==> src/rtl/event_logger_if.sv <==
// Event logger bus: event capture inputs, readout handshake and log status.
//   master : the side that raises events and requests reads (lock / readout logic)
//   slave  : the logger itself
// Signals:
//   clear, ev_valid, ev_code[2:0], seconds[5:0], minutes[5:0], hours[4:0], rd_req : master -> slave
//   rd_valid, rd_data[19:0], rd_err, count[ADDR_W:0], empty, full, overflow         : slave -> master
interface event_logger_if #(
  parameter int unsigned ADDR_W = 4
);
  logic              clear;
  logic              ev_valid;
  logic [2:0]        ev_code;
  logic [5:0]        seconds;
  logic [5:0]        minutes;
  logic [4:0]        hours;
  logic              rd_req;
  logic              rd_valid;
  logic [19:0]       rd_data;
  logic              rd_err;
  logic [ADDR_W:0]   count;
  logic              empty;
  logic              full;
  logic              overflow;

  modport master (
    output clear, ev_valid, ev_code, seconds, minutes, hours, rd_req,
    input  rd_valid, rd_data, rd_err, count, empty, full, overflow
  );

  modport slave (
    input  clear, ev_valid, ev_code, seconds, minutes, hours, rd_req,
    output rd_valid, rd_data, rd_err, count, empty, full, overflow
  );
endinterface

==> src/rtl/event_logger.sv <==
// Timestamped lock event log: circular buffer of DEPTH records, read back oldest-first.
// A write into a full log overwrites the oldest record and sets the sticky overflow flag.
// Ports:
//   clk     : system clock
//   reset_n : asynchronous active-low reset
//   bus     : event_logger_if.slave (event capture, read handshake, status)
// Record layout: {code[19:17], hours[16:12], minutes[11:6], seconds[5:0]}
module event_logger #(
  parameter int unsigned DEPTH  = 16,
  parameter int unsigned ADDR_W = 4
) (
  input  logic           clk,
  input  logic           reset_n,
  event_logger_if.slave  bus
);

  localparam logic [ADDR_W:0]   FullCount = (ADDR_W + 1)'(DEPTH);
  localparam logic [ADDR_W-1:0] PtrOne    = ADDR_W'(1);
  localparam logic [ADDR_W:0]   CntOne    = (ADDR_W + 1)'(1);

  logic [19:0]       r_mem [DEPTH];
  logic [ADDR_W-1:0] r_wr_ptr;
  logic [ADDR_W-1:0] r_rd_ptr;
  logic [ADDR_W:0]   r_count;
  logic              r_overflow;
  logic              r_rd_valid;
  logic              r_rd_err;
  logic [19:0]       r_rd_data;

  logic              w_full;
  logic              w_empty;
  logic              w_wr;
  logic              w_rd;
  logic              w_rd_err;
  logic              w_overwrite;
  logic [19:0]       w_record;

  assign w_full   = (r_count == FullCount);
  assign w_empty  = (r_count == '0);
  assign w_record = {bus.ev_code, bus.hours, bus.minutes, bus.seconds};

  // clear wins over everything else in the same cycle
  assign w_wr        = bus.ev_valid && (bus.ev_code != 3'd0) && !bus.clear;
  assign w_rd        = bus.rd_req && !w_empty && !bus.clear;
  assign w_rd_err    = bus.rd_req && w_empty && !bus.clear;
  // A simultaneous read frees a slot, so only a lone write into a full log overwrites
  assign w_overwrite = w_wr && !w_rd && w_full;

  // Buffer storage carries no reset; contents are meaningless until written
  always_ff @(posedge clk) begin
    if (w_wr) begin
      r_mem[r_wr_ptr] <= w_record;
    end
  end

  always_ff @(posedge clk or negedge reset_n) begin
    if (!reset_n) begin
      r_wr_ptr   <= '0;
      r_rd_ptr   <= '0;
      r_count    <= '0;
      r_overflow <= 1'b0;
      r_rd_valid <= 1'b0;
      r_rd_err   <= 1'b0;
      r_rd_data  <= '0;
    end else if (bus.clear) begin
      r_wr_ptr   <= '0;
      r_rd_ptr   <= '0;
      r_count    <= '0;
      r_overflow <= 1'b0;
      r_rd_valid <= 1'b0;
      r_rd_err   <= 1'b0;
    end else begin
      r_rd_valid <= w_rd;
      r_rd_err   <= w_rd_err;
      if (w_rd) begin
        // Reads the pre-edge contents, so a same-edge write to this slot is not seen
        r_rd_data <= r_mem[r_rd_ptr];
      end
      if (w_wr) begin
        r_wr_ptr <= r_wr_ptr + PtrOne;
      end
      if (w_rd || w_overwrite) begin
        r_rd_ptr <= r_rd_ptr + PtrOne;
      end
      if (w_overwrite) begin
        r_overflow <= 1'b1;
      end
      if (w_wr && !w_rd && !w_full) begin
        r_count <= r_count + CntOne;
      end else if (w_rd && !w_wr) begin
        r_count <= r_count - CntOne;
      end
    end
  end

  assign bus.rd_valid = r_rd_valid;
  assign bus.rd_err   = r_rd_err;
  assign bus.rd_data  = r_rd_data;
  assign bus.count    = r_count;
  assign bus.empty    = w_empty;
  assign bus.full     = w_full;
  assign bus.overflow = r_overflow;

endmodule

==> src/flat_wrapper.sv <==
// flat-port wrapper written by rule: the top's interface ports become plain ports
module event_logger_flat 
#(
  parameter int unsigned DEPTH  = 16,
  parameter int unsigned ADDR_W = 4
)
  (clk, reset_n, bus_clear, bus_ev_valid, bus_ev_code, bus_seconds, bus_minutes, bus_hours, bus_rd_req, bus_rd_valid, bus_rd_data, bus_rd_err, bus_count, bus_empty, bus_full, bus_overflow);
  event_logger_if #(.ADDR_W(ADDR_W)) bus_i ();
  input  logic clk;
  input  logic reset_n;
  input wire logic [$bits(bus_i.clear)-1:0] bus_clear;
  input wire logic [$bits(bus_i.ev_valid)-1:0] bus_ev_valid;
  input wire logic [$bits(bus_i.ev_code)-1:0] bus_ev_code;
  input wire logic [$bits(bus_i.seconds)-1:0] bus_seconds;
  input wire logic [$bits(bus_i.minutes)-1:0] bus_minutes;
  input wire logic [$bits(bus_i.hours)-1:0] bus_hours;
  input wire logic [$bits(bus_i.rd_req)-1:0] bus_rd_req;
  output wire logic [$bits(bus_i.rd_valid)-1:0] bus_rd_valid;
  output wire logic [$bits(bus_i.rd_data)-1:0] bus_rd_data;
  output wire logic [$bits(bus_i.rd_err)-1:0] bus_rd_err;
  output wire logic [$bits(bus_i.count)-1:0] bus_count;
  output wire logic [$bits(bus_i.empty)-1:0] bus_empty;
  output wire logic [$bits(bus_i.full)-1:0] bus_full;
  output wire logic [$bits(bus_i.overflow)-1:0] bus_overflow;
  assign bus_i.clear = bus_clear;
  assign bus_i.ev_valid = bus_ev_valid;
  assign bus_i.ev_code = bus_ev_code;
  assign bus_i.seconds = bus_seconds;
  assign bus_i.minutes = bus_minutes;
  assign bus_i.hours = bus_hours;
  assign bus_i.rd_req = bus_rd_req;
  assign bus_rd_valid = bus_i.rd_valid;
  assign bus_rd_data = bus_i.rd_data;
  assign bus_rd_err = bus_i.rd_err;
  assign bus_count = bus_i.count;
  assign bus_empty = bus_i.empty;
  assign bus_full = bus_i.full;
  assign bus_overflow = bus_i.overflow;
  event_logger #(.DEPTH(DEPTH), .ADDR_W(ADDR_W)) u_core (.clk(clk), .reset_n(reset_n), .bus(bus_i));
endmodule
==> config.mk <==
export PLATFORM = sky130hd
export DESIGN_NAME = event_logger_flat
export DESIGN_NICKNAME = d
export VERILOG_FILES = /design/src/rtl/event_logger_if.sv /design/src/rtl/event_logger.sv /design/src/flat_wrapper.sv
export SDC_FILE = /design/constraint.sdc
export NUM_CORES = 1
export LEC_CHECK = 0
export CAP_MARGIN = 20
export CORE_MARGIN = 4
export CORE_UTILIZATION = 35
export DETAILED_ROUTE_END_ITERATION = 12
export DONT_BUFFER_PORTS = 1
export GPL_TIMING_DRIVEN = 0
export PLACE_DENSITY = 0.58
export SYNTH_ARGS = -nofsm -noshare
export SYNTH_HDL_FRONTEND = slang
export SYNTH_SLANG_ARGS = --single-unit
==> constraint.sdc <==
create_clock -name clk -period 4.7 [get_ports clk]
set_clock_uncertainty 0.05 [all_clocks]
set_input_delay 1.175 -clock clk [delete_from_list [all_inputs] [get_ports clk]]
set_output_delay 1.175 -clock clk [all_outputs]
set_load 0.01 [all_outputs]
# Word level (Yosys, flattened, before mapping)
# Memory sizes are Yosys's and may differ from the RTL's. A register that Yosys moved wholly into a read port is not among the register bits.
# Cells that the tools add are included.
# totals
n_memories,1
regBits,16
in_bits,25
output_inout_bits,30
ram_bits,320
wordCells,50
# classes
bitwise_logic,1
n_reduce_logical,24
eq_ne,1
muxes,13
n_addsub,4
# mem_list
name,words,word_bits,read_ports,rd_clocked_by_memory_dff,write_ports,line,source
u_core.r_mem,16,20,1,1,1,event_logger.sv:21,logic [19:0] r_mem [DEPTH];
# ops
cell,n
$mux 4,4
$mux 5,3
$logic_and 1x1->1,10
$add 4x1->4 const B,2
$logic_not 1->1,6
$mux 1,6
$reduce_bool 2->1,3
$reduce_bool 3->1,2
$add 5x1->5 const B,1
$eq 5x5->1 const B,1
$logic_not 5->1,1
$sub 5x1->5 const B,1
$reduce_and 2->1,1
$logic_or 1x1->1,1
$not 1->1,1

# Depth between registers and ports, before layout
# Gate-level depths: netlist (run 1).
# depth
ltp_word,10
ltp_mapped,8
ltp_nobuf,8

# Worst setup path after synthesis (run 1)
# No wires, ideal clock.
# synth_path
kind,input to register
from,in bus_ev_code[1]
to,reg u_core.r_count[4] (netlist: u_core.bus.count[4])
t_required_ns,4.572
arrival_ns,2.983
setup_slack_ns,1.589
setup_ns,0.078
stages,8
n_path_buf,0
path_cell_list,o31ai_2 nor2_1 nand2_1 ha_1 a21o_1 a2111o_1 a21o_1 a21oi_1
# synth_via
elab_chain_cells,7
word_cells_on_any_way,10
cone_classes,mux (2); reduce/logical (8)
# synth_rtl
element,line,source
from (decl),flat_wrapper.sv:13,input wire logic [$bits(bus_i.ev_code)-1:0] bus_ev_code;
$reduce_bool 3->1 (*),event_logger.sv:43,assign w_wr = bus.ev_valid && (bus.ev_code != 3'd0) && !bus.clear;
$logic_and 1x1->1 (*) (2 in series),event_logger.sv:43,
$logic_and 1x1->1 (2 in series),event_logger.sv:88,if (w_wr && !w_rd && !w_full) begin
$mux 5,event_logger.sv:88,
$mux 5,event_logger.sv:65,end else if (bus.clear) begin
to (signal assigned),event_logger.sv:89,r_count <= r_count + CntOne;
to (signal assigned),event_logger.sv:91,r_count <= r_count - CntOne;
to (decl),event_logger.sv:24,logic [ADDR_W:0] r_count;
# Mark *: on every way between the ends. The rest lies on a longest branch, timed or not.
# A chain may end at the register's enable or synchronous reset.

# Final worst setup path (run 1)
# layout_path
from,reg u_core.r_count[0] (netlist: u_core.bus.count[0])
to,out bus_empty
# layout_via
elab_chain_cells,1
# layout_rtl
element,line,source
$logic_not 5->1,event_logger.sv:39,assign w_empty = (r_count == '0);
to (decl),flat_wrapper.sv:22,output wire logic [$bits(bus_i.empty)-1:0] bus_empty;
# Every way passes these cells.

==> impl_metrics.toml, run 1 <==
[sta]
fin_ws_ns = 1.59
setup_tns_ns = 0
fmax_mhz = 321
drv_slew = 0
rsz0062_at_grt = "false"
relSlewSlack = 0.496
tightestPinTransition_ns = 0.751
period_share = 0.662
finalCriticalPeriod_ns = 3.11
fin_worst_hold_slack_ns = 0.309
hold_viol = 0
finalSetupViolCount = 0

[cts]
clkLatencyLatePin_ns = 0.51
clk_pin_slew_ns = 0.06
post_cts_resized = 0
postCtsSetupRepairBufs = 0
cts_buffers = 35
htree_levels = 2
tritoncts = "yes"
cts_max_path_buffers = 3
cts.sinks = 356
holdBufCountCts = 0
cts-root-buf = "clkbuf_16"

[setup_path]
crit_arrival_ns = 1.89
path_max_fanout = 8
critPathKind = "flop to output pin"
startpoint_type = "flop"
required_ns = 3.47
endpoint_kind = "output pin"

[power]
powerDensity_mw_per_mm2 = 499
power_mw = 8.08
pwr-share-comb = 0.163
seq_power_share = 0.469
p_sw_frac = 0.261
p_clk_frac = 0.368
power.leakage_nw = 5.23
p_switching_mw = 2.11
peakVddDrop_mv = 0.244
internal_power_mw = 5.97

[yosys]
yosysSeqAreaShare = 0.754
synth_top_family_by_area = "multiplexers"
yosysWarnings = 0
synth_cells = 743
synth_adder_area_share = 0.00952
yosysUniqueCellTypes = 51
syn-num-nets = 778
synth_area_sq_mm = 0.0139
synth_compound_area_frac = 0.0571
synth.area.mux_share = 0.126
postSynthAreaPerCell_sq_um = 18.8
ys_ff_latch = 356
synthXorXnorAreaFrac = 0.00189
ys_async_sr_fraction = 0.101
yosys_most_used_dff = "edfxtp_1"
synth_simple_gate_area_frac = 0.0366
synth_edf_count = 320

[floorplan]
die_h_um = 208
die_x_um = 208
design.die.area_sq_mm = 0.0431
core_area_sq_mm = 0.0390
io_pins = 55
num_rows = 72
start_util = 0.357

[grt]
grt_first_pass_wirelength_mm = 47.6
antenna_found_initial = 0
grt_util_all_layers = 0.145
grt_pass1_vias = 7193
grt_max_degree = 37
gr-total-overflow = 0

[drt]
viasPerCell = 5.17
drt_iter0_markers = 544
vias = 6926
drt_wl_total_mm = 31.6
met3_length_mm = 1.31
drtPass1Iterations = 4
wl_per_cell_um = 23.6
drc = 0
top_layer_used = "met4"
ant_nets = 0
met1Wirelength_mm = 13.8
met2RoutedLength_mm = 15.6

[placed_design]
postPlaceCellArea_sq_mm = 0.0149
dp_hpwl_mm = 20.7
place_inst = 1275
numPortBuffers = 0
place.gp.congestion = 0.822
dp_slack_ns = 1.13

[final_layout]
num-nets-final = 831
syn_to_final_growth_pct = 16.2
antenna_cells = 0
fin_cells = 1339
final_cell_mix = "edfxtp_1 (320), mux2i_1 (80), nand2_1 (46)"
drive_gt1_frac = 0.169
stdcell_area_sq_mm = 0.0162
fin_util = 0.415
layout_commonest_cell = "edfxtp_1"
nFillCells = 3383

[outcome]
status = "complete, no violations"

[min_path]
hold_class = "input pin to asynchronous set/reset pin"

[job]
max_cap_violations = 0
[per-layer routing]
metal / up-vias / track usage
met5: - / 0
met1: 3606 / 0.196
met2: 161 / 0.243
li1: 3111 / -
met4: 0 / 0.0420
met3: 48 / 0.0261
[sequential cells by signal (all words and copies together), names as in the netlist]
signal / cells
u_core.r_rd_ptr: 4
u_core.r_mem: 320
u_core.bus.rd_valid: 1
u_core.bus.rd_data: 20
u_core.bus.rd_err: 1
u_core.r_wr_ptr: 4
u_core.bus.overflow: 1
u_core.bus.count: 5
[kinds of logic after synthesis]
logic type,Yosys count
DFF,356
muxes,125
AOI/OAI and AO/OA,107
and+or+nand+nor,99
buffers and inverters,43
adders and majority gates,10
xor gates and xnor gates,3
[critical path, stage by stage (launching register included)]
cell and delay [ns]:
dfrtp_1 0.53, nor4_4 0.50, nand2b_2 0.17, inv_1 0.18
[path summary, 6_finish.rpt]
| kind | slack (ns) | startpoint | depth (start not counted) | end |
|---|---|---|---|---|
| max reg2reg | 1.64 | u_core.bus.count[0] | 8 | u_core.bus.count[4] |
| max in group asynchronous | 4.17 | reset_n | 0 | u_core.bus.rd_data[6] |
| min reg2reg | 0.53 | u_core.bus.rd_data[3] | 2 | u_core.bus.rd_data[3] |
| min in group clk | 0.53 | u_core.bus.rd_data[3] | 2 | u_core.bus.rd_data[3] |
| min | 0.31 | reset_n | 0 | u_core.bus.rd_valid |
| max | 1.59 | u_core.bus.count[0] | 3 | bus_empty |
[power by group through the flow]
stage	registers, mW	logic, mW	clock network [mW]
final	3.79	1.32	2.98
after global routing	3.79	1.45	3.17
after CTS	3.79	1.34	3.03
after detailed placement	3.86	1.33	0
after global placement	3.86	1.31	0
after floorplan	3.77	1.00	0
[final cells by class]
class	instances	area (sq um)	area share
Sequential cell	356	10500	0.649
Multi-Input combinational cell	344	3220	0.199
Clock buffer	47	992	0.0613
Tap cell	518	648	0.0400
Timing Repair Buffer	16	378	0.0233
Clock inverter	15	236	0.0146
Buffer	39	189	0.0117
Inverter	4	15.0	0.000927
[cells in the mapped netlist (2+ instances only)]
cell | count | area share
a21o_1 | 3 | 0.0016
nand4_1 | 2 | 0.00090
mux4_2 | 40 | 0.065
and2_1 | 18 | 0.0081
nand3_1 | 4 | 0.0014
nor2b_1 | 2 | 0.00090
and3_1 | 2 | 0.00090
mux2_2 | 2 | 0.0016
edfxtp_1 | 320 | 0.69
or3_1 | 2 | 0.00090
a22oi_1 | 40 | 0.022
buf_4 | 6 | 0.0032
nor3b_1 | 2 | 0.0011
buf_2 | 16 | 0.0057
xor2_1 | 2 | 0.0013
inv_1 | 4 | 0.0011
o31ai_1 | 20 | 0.011
nand2b_1 | 3 | 0.0013
nand2_1 | 46 | 0.012
a21oi_1 | 10 | 0.0036
dfrtp_1 | 36 | 0.065
nor2_1 | 8 | 0.0022
clkbuf_1 | 17 | 0.0046
ha_1 | 9 | 0.0081
mux2_1 | 3 | 0.0024
o21ai_0 | 2 | 0.00072
o22ai_1 | 20 | 0.0090
mux2i_1 | 80 | 0.057
nor4b_1 | 2 | 0.0013
No activity file was read; power rests on OpenSTA's default activity.
==> run 2, diff against run 1 <==
--- a/config.mk
+++ b/config.mk
@@ -11,7 +11,7 @@
 export DETAILED_ROUTE_END_ITERATION = 12
 export DONT_BUFFER_PORTS = 1
 export GPL_TIMING_DRIVEN = 0
-export PLACE_DENSITY = 0.58
+export PLACE_DENSITY = 0.6
 export SYNTH_ARGS = -nofsm -noshare
 export SYNTH_HDL_FRONTEND = slang
 export SYNTH_SLANG_ARGS = --single-unit
==> constraint.sdc (replaced) <==
create_clock -name clk -period 2.8 [get_ports clk]
set_clock_uncertainty 0.05 [all_clocks]
set_input_delay 0.7 -clock clk [delete_from_list [all_inputs] [get_ports clk]]
set_output_delay 0.7 -clock clk [all_outputs]
set_load 0.01 [all_outputs]
==> run 2 against run 1 <==
  * Setup slack lost 1.4 ns
  * Critical path depth grew 5
  * Combinational power grew 70%
  * First-iteration DRC count grew 12%
  * Die area is the same
  * Power grew 65%
  * Sequential power grew 68%
  * Via count grew 0.22%
  * Critical path type is now flop to flop
  * Critical endpoint is now u_core.bus.count[4]
==> impl_metrics.toml, run 2 (synthesis gave the netlist of run 1 again) <==
[final_layout]
layout_commonest_cell = "edfxtp_1"
final_cell_mix = "edfxtp_1 (320), mux2i_1 (80), nand2_1 (45)"
num-nets-final = 835
syn_to_final_growth_pct = 16.4
largest_reg_flops = 320
drive_gt1_frac = 0.183
antenna_cells = 0
regMostFlops = "u_core.r_mem"
fin_util = 0.416

[setup_path]
path_delay_family = "compound AO/OA/AOI/OAI gates"
cp_common_cell = "a21o_1"
endpoint_kind = "flop"
path_buf_inv = 0
startpoint_type = "flop"
crit_arrival_ns = 3.04
path_max_fanout = 7
worstPathCellList = "o41ai_4, a21boi_2, nand2_2, fa_2, a21o_1, a2111o_1, a21o_1, a21oi_1"
slowest_delay_ns = 0.50
critPathKind = "flop to flop"
cp_slowest_cell = "dfrtp_2"
required_ns = 3.18

[sta]
rsz0062_at_grt = "false"
fmax_mhz = 376
drv_slew = 0
setup_tns_ns = 0
relSlewSlack = 0.509
tightestPinTransition_ns = 0.737
finalCriticalPeriod_ns = 2.66
fin_ws_ns = 0.142
finalSetupViolCount = 0
period_share = 0.949
hold_viol = 0
fin_worst_hold_slack_ns = 0.227

[placed_design]
numPortBuffers = 0
dp_hpwl_mm = 20.5
place.gp.congestion = 0.776
dp_slack_ns = -0.222

[power]
powerDensity_mw_per_mm2 = 823
peakVddDrop_mv = 0.355
power.leakage_nw = 5.25

[cts]
tritoncts = "yes"
cts-root-buf = "clkbuf_16"
cts_buffers = 35
clkLatencyLatePin_ns = 0.52
cts_max_path_buffers = 3
htree_levels = 2
clk_pin_slew_ns = 0.06
cts.sinks = 356

[grt]
grt_first_pass_wirelength_mm = 46.3
grt_pass1_vias = 7032
grt_util_all_layers = 0.141
antenna_found_initial = 0
grt_max_degree = 37
gr-total-overflow = 0

[drt]
ant_nets = 0
viasPerCell = 5.16
drc = 0
wl_per_cell_um = 23.2
drt_wl_total_mm = 31.2
drtPass1Iterations = 5
drt_iter0_markers = 608
vias = 6941

[floorplan]
io_pins = 55
design.die.area_sq_mm = 0.0431
die_h_um = 208
start_util = 0.357
num_rows = 72
core_area_sq_mm = 0.0390
die_x_um = 208

[job]
max_cap_violations = 0

[outcome]
status = "complete, no violations"

[min_path]
hold_class = "input pin to flop"
run 2: final cells by class:
type / count / area, sq um
Sequential cell: 356 / 10500
Tap cell: 518 / 648
Clock buffer: 50 / 1050
Clock inverter: 14 / 135
Buffer: 39 / 189
Multi-Input combinational cell: 344 / 3250
Timing Repair Buffer: 20 / 423
Fill cell: 3412 / 22800
Inverter: 4 / 15.0
run 2: where the power goes:
group	switching [mW]	internal (mW)
logic	1.24	0.997
clock network	1.93	2.82
registers	0.358	6.01
run 2: metal layers:
metal,vias up,GRT usage,part of all wire
met4,0,0.0378,0.018
li1,3123,-,-
met2,149,0.241,0.51
met5,-,0,0
met1,3629,0.188,0.42
met3,40,0.0272,0.053
run 2: per-stage QoR:
stage	cells	area (sq um)	power [mW]
finish	1345	16200	13.4
CTS	1344	16200	13.5
floorplan	743	13900	8.01
global route	1345	16200	13.9
detailed placement	1277	15000	8.70
global placement	1261	14600	8.67
run 2: final timing paths:
| path | to | slack [ns] | depth (start not counted) | from |
|---|---|---|---|---|
| max reg2reg | u_core.bus.count[4] | 0.14 | 8 | u_core.bus.count[1] |
| min in group asynchronous | u_core.bus.rd_data[17] | 0.64 | 2 | reset_n |
| max | u_core.bus.count[4] | 0.14 | 8 | u_core.bus.count[1] |
| min reg2reg | u_core.bus.rd_data[6] | 0.51 | 2 | u_core.bus.rd_data[6] |
| min | u_core.r_mem[12][10] | 0.23 | 0 | bus_minutes[4] |
| max in group asynchronous | u_core.bus.count[1] | 1.85 | 2 | reset_n |
run 2: timing repair:
action                                 4_1_cts  5_1_grt
hold buffers                                 2        0
setup endpoints to repair                    1        1
endpoints found under the hold margin       36        0
resized for setup                            3        3
setup buffers                                1        1
==> run 3, diff against run 2 <==
--- a/config.mk
+++ b/config.mk
@@ -12,6 +12,7 @@
 export DONT_BUFFER_PORTS = 1
 export GPL_TIMING_DRIVEN = 0
 export PLACE_DENSITY = 0.6
+export SLEW_MARGIN = 20
 export SYNTH_ARGS = -nofsm -noshare
 export SYNTH_HDL_FRONTEND = slang
 export SYNTH_SLANG_ARGS = --single-unit
==> run 3 against run 2 <==
  * Flip-flop and latch count unchanged
  * Via count down 0.66%
  * Power up 0.47%
  * Non-clock buffer count down 17
  * Sequential share of layout area up 1.5 points
  * Hold slack worse by 0.0031 ns
  * Critical endpoint unchanged
  * Highest routed layer unchanged
==> impl_metrics.toml, run 3 (synthesis gave the netlist of run 1 again) <==
[cts]
cts_buffers = 35
tritoncts = "yes"
cts.sinks = 356
clk_pin_slew_ns = 0.07
htree_levels = 2
cts_max_path_buffers = 3
clkLatencyLatePin_ns = 0.52
cts-root-buf = "clkbuf_16"

[sta]
setup_tns_ns = 0
period_share = 0.947
fmax_mhz = 377
finalSetupViolCount = 0
tightestPinTransition_ns = 0.742
relSlewSlack = 0.505
finalCriticalPeriod_ns = 2.65
fin_ws_ns = 0.149
drv_slew = 0
rsz0062_at_grt = "false"
hold_viol = 0

[final_layout]
largest_reg_flops = 320
syn_to_final_growth_pct = 13.8
drive_gt1_frac = 0.180
seq_area_sq_mm = 0.0105
num-nets-final = 818
regMostFlops = "u_core.r_mem"
nFillCells = 3458
multi_input_area_sq_mm = 0.00327
final_cell_mix = "edfxtp_1 (320), mux2i_1 (80), nand2_1 (45)"
layout_commonest_cell = "edfxtp_1"
antenna_cells = 0

[grt]
gr-total-overflow = 0
grt_first_pass_wirelength_mm = 46.3
grt_pass1_vias = 7035
grt_max_degree = 37
grt_util_all_layers = 0.142
antenna_found_initial = 0

[drt]
viasPerCell = 5.19
drt_iter0_markers = 732
drc = 0
drt_wl_total_mm = 31.2
vias = 6895
wl_per_cell_um = 23.5
ant_nets = 0
drtPass1Iterations = 5

[setup_path]
critPathKind = "flop to flop"
startpoint_type = "flop"
crit_arrival_ns = 3.04
path_max_fanout = 7
required_ns = 3.18
endpoint_kind = "flop"

[floorplan]
num_rows = 72
die_x_um = 208
die_h_um = 208
start_util = 0.357
core_area_sq_mm = 0.0390
io_pins = 55
design.die.area_sq_mm = 0.0431

[placed_design]
place.gp.congestion = 0.776
dp_hpwl_mm = 19.1
dp_slack_ns = -0.200
numPortBuffers = 0

[power]
power.leakage_nw = 5.09
peakVddDrop_mv = 0.356
power_mw = 13.4
powerDensity_mw_per_mm2 = 846

[outcome]
status = "complete, no violations"

[min_path]
hold_class = "input pin to flop"

[job]
max_cap_violations = 0
==> run 3: power by group <==
group / total, mW / internal (mW) / switching [mW]
clock: 4.82 / 2.89 / 1.93
combinational: 2.23 / 0.985 / 1.25
sequential: 6.36 / 6.01 / 0.354
==> run 3: cell type report <==
type                            count  area share
Clock inverter                     15      0.0121
Multi-Input combinational cell    344       0.206
Inverter                            4    0.000947
Buffer                             39      0.0119
Tap cell                          518      0.0409
Timing Repair Buffer                3     0.00237
Sequential cell                   356       0.663
Clock buffer                       49      0.0631
==> run 3: path summary, 6_finish.rpt <==
check,startpoint,to,slack [ns],cells after the start
max,u_core.bus.count[1],u_core.bus.count[4],0.15,8
min,bus_minutes[4],u_core.r_mem[12][10],0.22,0
max reg2reg,u_core.bus.count[1],u_core.bus.count[4],0.15,8
min reg2reg,u_core.bus.rd_data[6],u_core.bus.rd_data[6],0.52,2
max in group asynchronous,reset_n,u_core.bus.count[1],1.86,2
min in group asynchronous,reset_n,u_core.bus.rd_data[10],0.63,2
==> run 3: routing by layer <==
layer / track usage / part of all wire / vias to the layer above
met5: 0 / 0 / -
met2: 0.244 / 0.51 / 141
li1: - / - / 3084
met4: 0.0335 / 0.018 / 0
met1: 0.187 / 0.43 / 3630
met3: 0.0284 / 0.047 / 40
==> run 3: stage by stage <==
stage               hold WS, ns  cells  utilization  cell area (sq um)
detailed placement        0.355   1261        0.374              14600
global placement          0.355   1261        0.374              14600
finish                    0.224   1328        0.407              15900
CTS                       0.204   1328        0.406              15800
global route              0.199   1328        0.407              15900
floorplan                 0.354    743            -              13900
==> run 3: repair_timing <==
| item | CTS | global route |
|---|---|---|
| hold buffers | 2 | 0 |
| setup endpoints to repair | 1 | 1 |
| setup buffers | 1 | 0 |
| hold endpoints to repair | 36 | 0 |
| gates cloned | 0 | 0 |
| gates resized for setup | 3 | 3 |
| pin swaps | 0 | 0 |
==> run 3: critical path: stages, from the launching register on <==
cell and delay [ns]:
dfrtp_2 0.50, o41ai_4 0.39, a21boi_2 0.24, nand2_2 0.13, fa_2 0.39, a21o_1 0.19, a2111o_1 0.40, a21o_1 0.18
a21oi_1 0.11
